File: src/rtl/fifo_param.sv
// fifo_param: parametrised single-clock FIFO with occupancy counter,
// programmable almost-full/almost-empty thresholds, a registered read
// port with a one-cycle valid strobe and sticky overflow/underflow flags.
module fifo_param #(
  parameter int data_width    = 10,
  parameter int address_width = 3
) (
  input  logic                     clk,
  input  logic                     reset,
  input  logic                     push,
  input  logic                     pop,
  input  logic [data_width-1:0]    FIFO_data_in,
  input  logic [address_width:0]   af_thresh,
  input  logic [address_width:0]   ae_thresh,
  input  logic                     clr_err,
  output logic [data_width-1:0]    FIFO_data_out,
  output logic                     data_valid,
  output logic                     full,
  output logic                     empty,
  output logic                     almost_full,
  output logic                     almost_empty,
  output logic [address_width:0]   fifo_count,
  output logic                     overflow_err,
  output logic                     underflow_err
);

  localparam int DEPTH = 1 << address_width;
  // Occupancy value meaning "full", sized like the counter.
  localparam logic [address_width:0] DEPTH_C = {1'b1, {address_width{1'b0}}};

  logic [data_width-1:0]    mem [DEPTH];

  logic [address_width-1:0] wr_ptr_q, wr_ptr_d;
  logic [address_width-1:0] rd_ptr_q, rd_ptr_d;
  logic [address_width:0]   count_q, count_d;
  logic [data_width-1:0]    data_out_q, data_out_d;
  logic                     valid_q, valid_d;
  logic                     ovf_q, ovf_d;
  logic                     udf_q, udf_d;

  logic                     push_ok;
  logic                     pop_ok;

  // Status flags come only from the registered count so they cannot glitch
  // on request inputs; thresholds are unsigned compares.
  assign full          = (count_q == DEPTH_C);
  assign empty         = (count_q == '0);
  assign almost_full   = (count_q >= af_thresh);
  assign almost_empty  = (count_q <= ae_thresh);
  assign fifo_count    = count_q;
  assign FIFO_data_out = data_out_q;
  assign data_valid    = valid_q;
  assign overflow_err  = ovf_q;
  assign underflow_err = udf_q;

  // Accept decisions on pre-edge state; a pop frees a slot for a push when full.
  always_comb begin
    push_ok = push & (~full | pop);
    pop_ok  = pop & ~empty;
  end

  // Next-state for pointers, count, read port and error flags.
  always_comb begin
    wr_ptr_d   = wr_ptr_q;
    rd_ptr_d   = rd_ptr_q;
    count_d    = count_q;
    data_out_d = data_out_q;
    valid_d    = pop_ok;
    if (push_ok) wr_ptr_d = wr_ptr_q + 1'b1;
    if (pop_ok) begin
      rd_ptr_d   = rd_ptr_q + 1'b1;
      data_out_d = mem[rd_ptr_q];
    end
    case ({push_ok, pop_ok})
      2'b10:   count_d = count_q + 1'b1;
      2'b01:   count_d = count_q - 1'b1;
      default: count_d = count_q;
    endcase
    // clr_err takes priority over an error raised in the same cycle.
    if (clr_err) begin
      ovf_d = 1'b0;
      udf_d = 1'b0;
    end else begin
      ovf_d = ovf_q | (push & full & ~pop);
      udf_d = udf_q | (pop & empty);
    end
  end

  // Storage array: written on accepted push, never reset.
  always_ff @(posedge clk) begin
    if (push_ok) mem[wr_ptr_q] <= FIFO_data_in;
  end

  // Control and read-port registers with asynchronous active-low reset.
  always_ff @(posedge clk or negedge reset) begin
    if (!reset) begin
      wr_ptr_q   <= '0;
      rd_ptr_q   <= '0;
      count_q    <= '0;
      data_out_q <= '0;
      valid_q    <= 1'b0;
      ovf_q      <= 1'b0;
      udf_q      <= 1'b0;
    end else begin
      wr_ptr_q   <= wr_ptr_d;
      rd_ptr_q   <= rd_ptr_d;
      count_q    <= count_d;
      data_out_q <= data_out_d;
      valid_q    <= valid_d;
      ovf_q      <= ovf_d;
      udf_q      <= udf_d;
    end
  end

endmodule

File: config.mk
export PLATFORM = sky130hd
export DESIGN_NAME = fifo_param
export DESIGN_NICKNAME = d
export VERILOG_FILES = /design/src/rtl/fifo_param.sv
export SDC_FILE = /design/constraint.sdc
export NUM_CORES = 1
export LEC_CHECK = 0
export ABC_AREA = 1
export BUFFER_PORTS_ARGS = -buffer_cell sky130_fd_sc_hd__buf_2
export CAP_MARGIN = 10
export CELL_PAD_IN_SITES_DETAIL_PLACEMENT = 2
export CELL_PAD_IN_SITES_GLOBAL_PLACEMENT = 2
export CORE_ASPECT_RATIO = 0.6
export CORE_MARGIN = 4
export CORE_UTILIZATION = 35
export CTS_CLUSTER_SIZE = 30
export DETAILED_ROUTE_END_ITERATION = 8
export PLACE_DENSITY = 0.74
export SLEW_MARGIN = 30
export SYNTH_ARGS = -nofsm -noshare
export SYNTH_HDL_FRONTEND = slang
export SYNTH_SLANG_ARGS = --single-unit
File: constraint.sdc
create_clock -name clk -period 3.6 [get_ports clk]
set_clock_uncertainty 0.15 [all_clocks]
set_input_delay 0.72 -clock clk [delete_from_list [all_inputs] [get_ports clk]]
set_output_delay 0.72 -clock clk [all_outputs]
set_load 0.1 [all_outputs]
== After elaboration in Yosys (flattened, before gate mapping) ==
Memory sizes are Yosys's and may differ from the RTL's. A register that Yosys moved wholly into a read port is not among the register bits.
Index checks and enable logic that the tools add are counted.

* Register bits after elaboration: 13
* Memory bits (writable): 80
* Input port bits: 23
* Memories: 1

{| class="wikitable"
|+ Memories
! name !! depth !! width !! read ports !! clocked after memory_dff !! write ports !! RTL line !! RTL
|-
| mem || 8 || 10 || 1 || 1 || 1 || 31 || <nowiki>logic [data_width-1:0] mem [DEPTH];</nowiki>
|}

* $add $sub $neg: 4
* Magnitude comparators: 2
* Equality and inequality tests: 3
* Multiplexer cells: 5
* Bitwise gates (word level): 11
* Reductions and logical operators: 3

{| class="wikitable"
|+ Operators by type and width
! kind !! number
|-
| 4-bit case mux with 2 select lines || 1
|-
| 3-bit by 1-bit adder with 3-bit output, second input constant || 2
|-
| 1-bit bitwise AND || 5
|-
| 4-bit by 1-bit adder with 4-bit output, second input constant || 1
|-
| 4-bit equality test, second input constant || 1
|-
| 4-bit >= comparator || 1
|-
| 4-bit <= comparator || 1
|-
| 4-bit zero test || 1
|-
| 1-bit two-way mux || 4
|-
| 4-bit by 1-bit subtractor with 4-bit output, second input constant || 1
|-
| 1-bit NOT || 3
|-
| 1-bit OR || 3
|-
| 2-bit by 1-bit equality test with 1-bit output, second input constant || 1
|-
| 2-bit equality test, second input constant || 1
|-
| 2-bit nonzero test || 1
|-
| 1-bit zero test || 1
|}

== Longest topological paths before layout ==
Gate-level depths: netlist of the first run.

* Word-level depth: 6
* Mapped depth: 14
* Mapped depth without buffers: 13

== Least setup slack after synthesis of the first run ==
OpenSTA, ideal clock, no wires.

* Kind: register to output
* Start point: reg count_q[0], in the netlist fifo_count[0]
* End point: out almost_empty
* Arrival: 3599 ps
* Required time: 2730 ps
* Setup slack: -869 ps
* Stages on the path, launching flop included: 5
* Path buffers: 0
* Path through: dfrtp_1 inv_1 ha_1 nand2_1 o21ai_0

* Cells in the longest elaborated chain, start to end: 1

{| class="wikitable"
|+ Ends and longest elaborated chain
! element !! RTL line !! RTL
|-
| start, declared || 35 || <nowiki>logic [address_width:0] count_q, count_d;</nowiki>
|-
| start signal, assigned || 107 || <nowiki>count_q <= count_d;</nowiki>
|-
| 4-bit <= comparator || 49 || <nowiki>assign almost_empty = (count_q <= ae_thresh);</nowiki>
|-
| end, declared || 21 || <nowiki>output logic almost_empty,</nowiki>
|}

Every way passes these cells.

== Worst setup path after layout of the first run ==
* Start point: reg count_q[1], in the netlist fifo_count[1]
* End point: out almost_empty

Same word-level chain as after synthesis.

==> results of run 1 <==
-- layout make-up --
type,instances,area share [%]
Multi-Input combinational cell,254,24.56
Clock inverter,4,0.5608
Inverter,27,2.024
Sequential cell,103,58.03
Tap cell,165,4.023
Clock buffer,12,4.999
Timing Repair Buffer,54,5.803
-- cells in the final DEF (no fill, tap or decap), drive strengths merged, types with 2 or more instances in the layout --
master,Yosys,routed
o21ai,45,45
nand4,2,2
nor2,96,96
clkinvlp,0,2
buf,12,54
inv,27,28
ha,13,13
or2,2,2
dfrtp,23,23
nand2,47,47
nand3,36,36
xor2,3,3
clkbuf,4,12
a21oi,6,6
edfxtp,80,80
xnor2,2,2
-- through the flow --
stage	util, %	hold slack (ns)
after detailed placement	39.54	0.3155
after global placement	39.54	0.3127
after floorplan	-	0.2744
after CTS	41.86	0.2162
final	41.86	0.2049
after global routing	41.86	0.2362
-- sequential cells by signal, summed over array words and instances, names as in the netlist --
register,count
data_valid,1
rd_ptr_q,3
fifo_count,4
FIFO_data_out,10
overflow_err,1
wr_ptr_q,3
underflow_err,1
mem,80
-- layer usage --
| layer | share of wire (%) | wire [microns] | vias to the layer above | track usage, % |
|---|---|---|---|---|
| met4 | 0.92 | 114 | 0 | 4.188 |
| li1 | - | - | 1458 | - |
| met3 | 3.2 | 391 | 12 | 3.764 |
| met2 | 48 | 5981 | 38 | 30.21 |
| met1 | 47 | 5845 | 1634 | 23.29 |
| met5 | 0 | 0 | - | 0 |
-- kinds of logic after synthesis --
| logic type | Yosys count |
|---|---|
| buf+inv | 43 |
| fa+ha+maj | 13 |
| flops | 103 |
| simple gates | 183 |
| compound gates | 53 |
| xor+xnor | 5 |
-- power groups by stage --
stage                     Clock, mW  Combinational (mW)  Sequential (mW)
final                         0.938                2.23             1.71
after global routing           1.00                2.43             1.74
after CTS                     0.963                2.27             1.71
after detailed placement          0                2.25             1.74
after global placement            0                2.15             1.73
after floorplan                   0                1.19             2.26
-- path summary, 6_finish.rpt --
path	from	endpoint	cells after the start
min reg2reg	FIFO_data_out[4]	FIFO_data_out[4]	2
max in group asynchronous	reset	fifo_count[1]	1
max	fifo_count[1]	almost_empty	5
max reg2reg	fifo_count[1]	fifo_count[2]	10
min in group clk	FIFO_data_out[4]	FIFO_data_out[4]	2
min	reset	overflow_err	1
-- worst reg2reg max path, stage by stage (launching register included) --
cell	delay [ns]
dfrtp_1	0.50
nor2_2	0.24
nand4_1	0.14
nand2_2	0.20
ha_1	0.27
nor2_1	0.07
nor2_1	0.16
ha_1	0.17
a21oi_1	0.05
or2_2	0.31
a31oi_1	0.15
==> impl_metrics.ini, run 1 <==
[cells_and_area]
seqCellArea_sq_mm = 0.002978
multi_input_area_sq_mm = 0.001260
area_growth_syn_to_layout_pct = 14.84
fillers = 1298
diodes = 0
instances_no_fill = 619
final_cell_area_sq_mm = 0.005131
drive_gt1_share_pct = 17.84
layout.nets = 485

[worst_setup_path]
cp_top_family = flip-flops
crit_chain = ha_1 > a21oi_1 > o21ai_0 > o21ai_2 > buf_2
slowest_stage = dfrtp_1
critical_path.max_fanout = 8
crit_type = reg2out
max_stage_delay_ns = 0.53
cp.required_ns = 2.73
regToRegSetupSlack_ns = 1.11
start_kind = register
end_kind = output port
cp.arrival_ns = 1.95
path_buf_inv = 1

[grt]
grt_first_pass_wirelength_microns = 19330
grt_max_degree = 41
grtUsageTotal_pct = 17.64
grt_pass1_vias = 3377
antenna_found_initial = 0
grt_overflow = 0

[sta]
finalSetupTns_ns = 0
layout_setup_ws_ns = 0.7833
rsz0062_at_grt = false
report.final.slew_viol_count = 0
finalSetupViolations = 0
slew_headroom_pct = 45.13
period_share_pct = 78.24
fin_crit_ns = 2.817
final_hold_viol_count = 0
worstMarginPinSlew_ns = 0.8221
fmax_ghz = 0.3550

[clocking]
hold_buffers = 0
clock-root-buffer = clkbuf_16
path_clk_slew_ns = 0.07
clock_path_buffers = 2
cts_setup_buffers = 0
numCtsBuffers = 9
clock-sinks = 103
post_cts_resized = 0
tritoncts = done
clk_latency_ns = 0.35
htree_levels = 3

[drt]
vias = 3142
wl_microns = 12330
post_drt_via_cell_ratio = 5.076
firstDrtPassIters = 4
drt_iter0_drc = 140
drc = 0
route.antenna.remaining_nets = 0
wire_per_inst_microns = 19.92

[status]
status = complete, no violations

[logic_synthesis]
syn_area_per_cell_sq_um = 11.17
synth_area_sq_mm = 0.004468
ys_types = 30
yosys.area.top_type = edfxtp_1
synth.most_common_cell = nor2_1
synth_common_cells = nor2_1 (94), edfxtp_1 (80), nand2_1 (46)
synth_mux_area_share_pct = 0
synth_edf_count = 80
synth_compound_area_share_pct = 6.021
synth-xor-area-share_pct = 0.9801
ys.flop_type = edfxtp_1
synth-seq-cells = 103
ys_warn_count = 0
yosysTopAreaCellShare_pct = 53.77
syn_nets = 436
yosys.area_share.simple_pct = 17.47
synth_top_family_by_area = simple AND/OR/NAND/NOR gates
synth_area_leaders = edfxtp_1 (54%), dfrtp_1 (13%), nor2_1 (7.9%)
synth_fa_ha_area_share_pct = 3.640
postSynthCellCount = 400
yosysSeqAreaShare_pct = 66.65
synthArstFlopShare_pct = 22.33

[power_and_ir_drop]
internal_power_mw = 2.520
power_frac_seq_pct = 35.1
finalPower_mw = 4.877
power_switching_mw = 2.358
p_comb_share_pct = 45.7
power.clock.fraction_pct = 19.2
leakagePower_nw = 2.072
swShare_pct = 48.34
power_density_mw_per_mm2 = 950.5
ir_worst_vdd_mv = 0.5212

[floorplanning]
dieWidth_microns = 153.9
initial_core_util_pct = 36.45
rows = 31
pin_count = 44
die-area_sq_mm = 0.01470
die_h_microns = 95.52
core_area_sq_mm = 0.01226

[place]
pre_cts_ws_ns = 0.8049
gp_congestion = 0.7723
placed_cell_area_sq_mm = 0.004846
placed_cells = 603
dp_hpwl_microns = 8336
port_buffers = 43

[min_path]
hp-class = in2async

[flow_run]
cap_violations = 0
Power figures use the tool's default switching activity.
==> inputs of run 2 (changes only) <==
--- a/config.mk
+++ b/config.mk
@@ -15,7 +15,7 @@
 export CORE_UTILIZATION = 35
 export CTS_CLUSTER_SIZE = 30
 export DETAILED_ROUTE_END_ITERATION = 8
-export PLACE_DENSITY = 0.74
+export PLACE_DENSITY = 0.77
 export SLEW_MARGIN = 30
 export SYNTH_ARGS = -nofsm -noshare
 export SYNTH_HDL_FRONTEND = slang
==> constraint.sdc (replaced) <==
create_clock -name clk -period 2.5 [get_ports clk]
set_clock_uncertainty 0.15 [all_clocks]
set_input_delay 0.5 -clock clk [delete_from_list [all_inputs] [get_ports clk]]
set_output_delay 0.5 -clock clk [all_outputs]
set_load 0.1 [all_outputs]
==> impl_metrics.ini, run 2 (synthesis results as in run 1) <==
[clocking]
path_clk_slew_ns = 0.07
hold_buffers = 0
clock_path_buffers = 2
clock-sinks = 103
numCtsBuffers = 9
clk_latency_ns = 0.34
clock-root-buffer = clkbuf_16
tritoncts = done
htree_levels = 3

[sta]
report.final.slew_viol_count = 0
final_hold_viol_count = 0
finalSetupViolations = 0
layout_setup_ws_ns = 0.09485
fmax_ghz = 0.4158
worstMarginPinSlew_ns = 0.6434
period_share_pct = 96.21
worst_hold_slack_ns = 0.0009781
fin_crit_ns = 2.405
finalSetupTns_ns = 0
slew_headroom_pct = 57.05

[cells_and_area]
seqCellArea_sq_mm = 0.002993
largest_reg_flops = 80
layout.nets = 491
drive_gt1_share_pct = 21.30
diodes = 0
area_growth_syn_to_layout_pct = 18.09
regMostFlops = mem
multi_input_area_sq_mm = 0.001325
postLayoutCoreUtil_pct = 43.05
layout_common_cells = nor2_1 (93), edfxtp_1 (80), nand2_1 (46)
fillers = 1295
final_common_cell = nor2_1

[place]
port_buffers = 43
pre_cts_ws_ns = 0.1108
gp_congestion = 0.7696
dp_hpwl_microns = 8961

[drt]
route.antenna.remaining_nets = 0
wl_microns = 13000
firstDrtPassIters = 4
post_drt_via_cell_ratio = 5.066
drt_iter0_drc = 188
wire_per_inst_microns = 20.79
vias = 3166
drc = 0

[power_and_ir_drop]
ir_worst_vdd_mv = 0.6940
leakagePower_nw = 2.116
finalPower_mw = 7.283
power_density_mw_per_mm2 = 1380

[worst_setup_path]
start_kind = register
cp_top_family = flip-flops
end_kind = output port
r2r_start = fifo_count[0]
critical_path.max_fanout = 8
cp.required_ns = 1.85
crit_type = reg2out
path_buf_inv = 1
max_stage_delay_ns = 0.55
cp.arrival_ns = 1.76
crit_chain = ha_1 > a21oi_1 > o21ai_2 > o21ai_4 > buf_12
slowest_stage = dfrtp_4
r2r_cells = 12
r2r-end = fifo_count[2]
regToRegSetupSlack_ns = 0.11

[grt]
grt_max_degree = 41
antenna_found_initial = 0
grt_pass1_vias = 3523
grt_overflow = 0
grt_first_pass_wirelength_microns = 20320
grtUsageTotal_pct = 18.34

[floorplanning]
die_h_microns = 95.52
dieWidth_microns = 153.9
core_area_sq_mm = 0.01226
initial_core_util_pct = 36.45
rows = 31
die-area_sq_mm = 0.01470
pin_count = 44

[min_path]
hp-class = in2async

[flow_run]
cap_violations = 0

[status]
status = complete, no violations
[run 2: cell count changes in the layout (fill, tap and decap cells not counted), sizes merged]
cell and change:
buf +6, clkinv +6, clkbuf -3, clkinvlp -2, inv -1
[run 2: report_power, final]
group / switching, mW / internal, mW
registers: 0.256 / 2.21
logic: 2.65 / 0.882
clock network: 0.620 / 0.667
total: 3.52 / 3.76
[run 2: per-stage QoR]
step,cell area (sq um),cells
after detailed placement,4987,608
after global routing,5276,625
after floorplan,4546,400
after global placement,4987,608
after CTS,5253,624
final,5276,625
[run 2: layout make-up]
cell class                      instances  share of cell area (%)
Timing Repair Buffer                   60                   7.067
Inverter                               27                   2.158
Clock buffer                            9                   4.268
Multi-Input combinational cell        254                   25.11
Clock inverter                          7                  0.7588
Sequential cell                       103                   56.72
Tap cell                              165                   3.913
[run 2: metal layers]
layer	track usage, %	vias up	routed length, microns
li1	-	1465	-
met1	24.18	1639	5961
met2	32.07	54	6469
met3	3.764	8	507
met4	3.306	0	57
met5	0	-	0
[run 2: timing repair]
| action | in CTS | in global routing |
|---|---|---|
| pin swaps | 0 | 2 |
| gates resized for setup | 1 | 2 |
| endpoints found under the hold margin | 0 | 0 |
| endpoints found under the setup margin | 1 | 2 |
| buffers inserted | 0 | 1 |
[run 2: worst max path at each step]
stage | start | endpoint | slack, ns | cells past startpoint
global route | fifo_count[1] | almost_empty | -0.005 | 5
finish | fifo_count[1] | almost_empty | 0.09 | 5
floorplan | fifo_count[0] | fifo_count[2] | -0.001 | 13
detailed placement | fifo_count[0] | fifo_count[2] | 0.11 | 12
CTS | fifo_count[1] | almost_full | 0.03 | 6
global placement | ae_thresh[3] | almost_empty | 0.27 | 7
[run 2: worst register-to-register path, cell delays in order, from the launching register on]
cell and delay (ns):
dfrtp_4 0.53, nor2_4 0.19, nand3_4 0.14, inv_12 0.09
nor2_8 0.04, ha_4 0.16, nand2_1 0.06, inv_1 0.06
nor2_1 0.21, ha_2 0.24, a21oi_2 0.04, or2_4 0.22
a31oi_1 0.17
==> inputs of run 3 (changes only) <==
--- a/config.mk
+++ b/config.mk
@@ -5,7 +5,6 @@
 export SDC_FILE = /design/constraint.sdc
 export NUM_CORES = 1
 export LEC_CHECK = 0
-export ABC_AREA = 1
 export BUFFER_PORTS_ARGS = -buffer_cell sky130_fd_sc_hd__buf_2
 export CAP_MARGIN = 10
 export CELL_PAD_IN_SITES_DETAIL_PLACEMENT = 2
@@ -15,7 +14,7 @@
 export CORE_UTILIZATION = 35
 export CTS_CLUSTER_SIZE = 30
 export DETAILED_ROUTE_END_ITERATION = 8
-export PLACE_DENSITY = 0.77
+export PLACE_DENSITY = 0.71
 export SLEW_MARGIN = 30
 export SYNTH_ARGS = -nofsm -noshare
 export SYNTH_HDL_FRONTEND = slang
==> impl_metrics.ini, run 3 <==
[clocking]
clock-root-buffer = clkbuf_16
tritoncts = done
htree_levels = 3
clock-sinks = 103
path_clk_slew_ns = 0.07
hold_buffers = 0
clock_path_buffers = 2
numCtsBuffers = 9
clk_latency_ns = 0.34

[worst_setup_path]
crit_type = reg2out
r2r_cells = 11
r2r_start = fifo_count[1]
slowest_stage = dfrtp_4
r2r-end = fifo_count[2]
regToRegSetupSlack_ns = 0.01
end_kind = output port
start_kind = register
critical_path.max_fanout = 2
max_stage_delay_ns = 0.51
crit_chain = inv_4 > ha_4 > nand2b_4 > a21o_1 > a21o_1 > a21o_4 > buf_12
crit_top_cell = a21o_1
cp.required_ns = 1.85
critPathLaunch = fifo_count[0]
cp_top_family = compound AO/OA/AOI/OAI gates
path_buf_inv = 2
cp.arrival_ns = 1.95

[logic_synthesis]
yosysSeqAreaShare_pct = 67.63
syn_nets = 312
synth.most_common_cell = edfxtp_1
synth_common_cells = edfxtp_1 (80), dfrtp_1 (23), nand2_1 (22)
ys.flop_type = edfxtp_1
synth_area_sq_mm = 0.004403
syn_area_per_cell_sq_um = 15.95
synth_area_leaders = edfxtp_1 (55%), dfrtp_1 (13%), mux2i_1 (4.5%)
synth_edf_count = 80
postSynthCellCount = 276
synth-seq-cells = 103
yosys.area.top_type = edfxtp_1
synthArstFlopShare_pct = 22.33
ys_types = 39
ys_warn_count = 0
yosysTopAreaCellShare_pct = 54.56

[drt]
drc = 0
wire_per_inst_microns = 22.28
firstDrtPassIters = 4
wl_microns = 11560
route.antenna.remaining_nets = 0
post_drt_via_cell_ratio = 4.992
drt_iter0_drc = 145
vias = 2591

[sta]
fmax_ghz = 0.3851
period_share_pct = 103.9
report.final.slew_viol_count = 0
layout_setup_ws_ns = -0.09691
worstMarginPinSlew_ns = 0.6883
fin_crit_ns = 2.597
worst_hold_slack_ns = 0.009552
finalSetupViolations = 2
slew_headroom_pct = 54.12
finalSetupTns_ns = -0.1842
rsz0062_at_grt = true
final_hold_viol_count = 0

[grt]
grt_first_pass_wirelength_microns = 17110
grt_pass1_vias = 2890
grtUsageTotal_pct = 15.75
antenna_found_initial = 0
grt_overflow = 0
grt_max_degree = 27

[place]
placed_cells = 491
gp_congestion = 0.7163
port_buffers = 43
pre_cts_ws_ns = -0.03141
dp_hpwl_microns = 7535
placed_cell_area_sq_mm = 0.004921

[power_and_ir_drop]
leakagePower_nw = 2.081
finalPower_mw = 7.472
power_density_mw_per_mm2 = 1380
power_frac_seq_pct = 34.3
swShare_pct = 43.92
internal_power_mw = 4.190
power_switching_mw = 3.281
p_comb_share_pct = 47.2
ir_worst_vdd_mv = 0.3997
power.clock.fraction_pct = 18.5

[cells_and_area]
diodes = 0
final_common_cell = edfxtp_1
layout_common_cells = edfxtp_1 (80), buf_2 (39), buf_4 (27)
final_cell_area_sq_mm = 0.005413
postLayoutCoreUtil_pct = 44.44
fillers = 1182
regMostFlops = mem
area_growth_syn_to_layout_pct = 22.93
largest_reg_flops = 80
instances_no_fill = 519
drive_gt1_share_pct = 37.57
layout.nets = 385

[flow_run]
cap_violations = 0

[floorplanning]
initial_core_util_pct = 36.15
dieWidth_microns = 152.8
core_area_sq_mm = 0.01218
rows = 31
die-area_sq_mm = 0.01450
pin_count = 44
die_h_microns = 94.88

[status]
violations = setup timing
status = complete, but fails checks

[min_path]
hp-class = in2async
-- run 3: cell types whose count changed after synthesis, moves of 11 or more --
| cell | before | now |
|---|---|---|
| nor2_1 | 94 | 7 |
| mux2i_1 | 0 | 20 |
| nand2_1 | 46 | 22 |
| mux2_2 | 0 | 11 |
| o21ai_0 | 41 | 3 |
| inv_1 | 24 | 8 |
| nand3_1 | 33 | 0 |
-- run 3: worst max path at each step --
stage | endpoint | slack (ns) | cells past startpoint
2_1_floorplan | fifo_count[2] | -0.96 | 11
3_3_place_gp | almost_full | -0.02 | 7
3_5_place_dp | almost_full | -0.03 | 7
4_1_cts | fifo_count[2] | -0.09 | 12
5_1_grt | almost_full | -0.16 | 7
6_report | almost_full | -0.1 | 7
-- run 3: per-layer routing --
metal | vias to the layer above | global-route usage, % | share of wire (%)
met3 | 6 | 3.755 | 3.1
met4 | 0 | 2.298 | 0.34
met2 | 43 | 27.10 | 50
li1 | 1192 | - | -
met1 | 1350 | 21.01 | 46
met5 | - | 0 | 0
-- run 3: area by class of cell --
class                   instances  area, sq um  area share, %
repair buffers                 72        486.7          8.992
inverters                      10        45.04         0.8322
well taps                     165        206.4          3.814
clock inverters                 5        58.81          1.086
multi-input cells             153         1391          25.70
clock buffers                  11        232.7          4.300
flip-flops and latches        103         2992          55.27
-- run 3: kinds of logic (layout without fill, tap and decap cells) --
family                     after synthesis  in the layout  synth area share, %
adders and majority gates               13             13                3.694
muxes                                   41             41                9.918
DFF                                    103            103                67.63
and+or+nand+nor                         47             47                5.968
buffers and inverters                   20             98                3.410
AOI/OAI and AO/OA                       43             43                7.587
xor gates and xnor gates                 9              9                1.790
-- run 3: power groups by stage --
stage | clock [mW] | sequential (mW) | combinational (mW)
2_1_floorplan | 0 | 3.37 | 1.69
3_3_place_gp | 0 | 2.60 | 3.12
3_5_place_dp | 0 | 2.64 | 3.22
4_1_cts | 1.41 | 2.55 | 3.44
5_1_grt | 1.49 | 2.62 | 3.74
6_report | 1.38 | 2.57 | 3.52
-- run 3: worst register-to-register path, delay by kind of cell (launching register included) --
family                     cells  cell delay (ns)
AOI/OAI and AO/OA              1             0.12
xor gates and xnor gates       3             0.44
adders and majority gates      2             0.35
buffers and inverters          2             0.20
DFF                            1             0.52
and+or+nand+nor                3             0.60
-- run 3: timing repair --
action	in CTS	in global routing
gates cloned	0	0
pin swaps	5	15
endpoints found under the setup margin	2	6
resized for setup	12	12
setup buffers	6	7
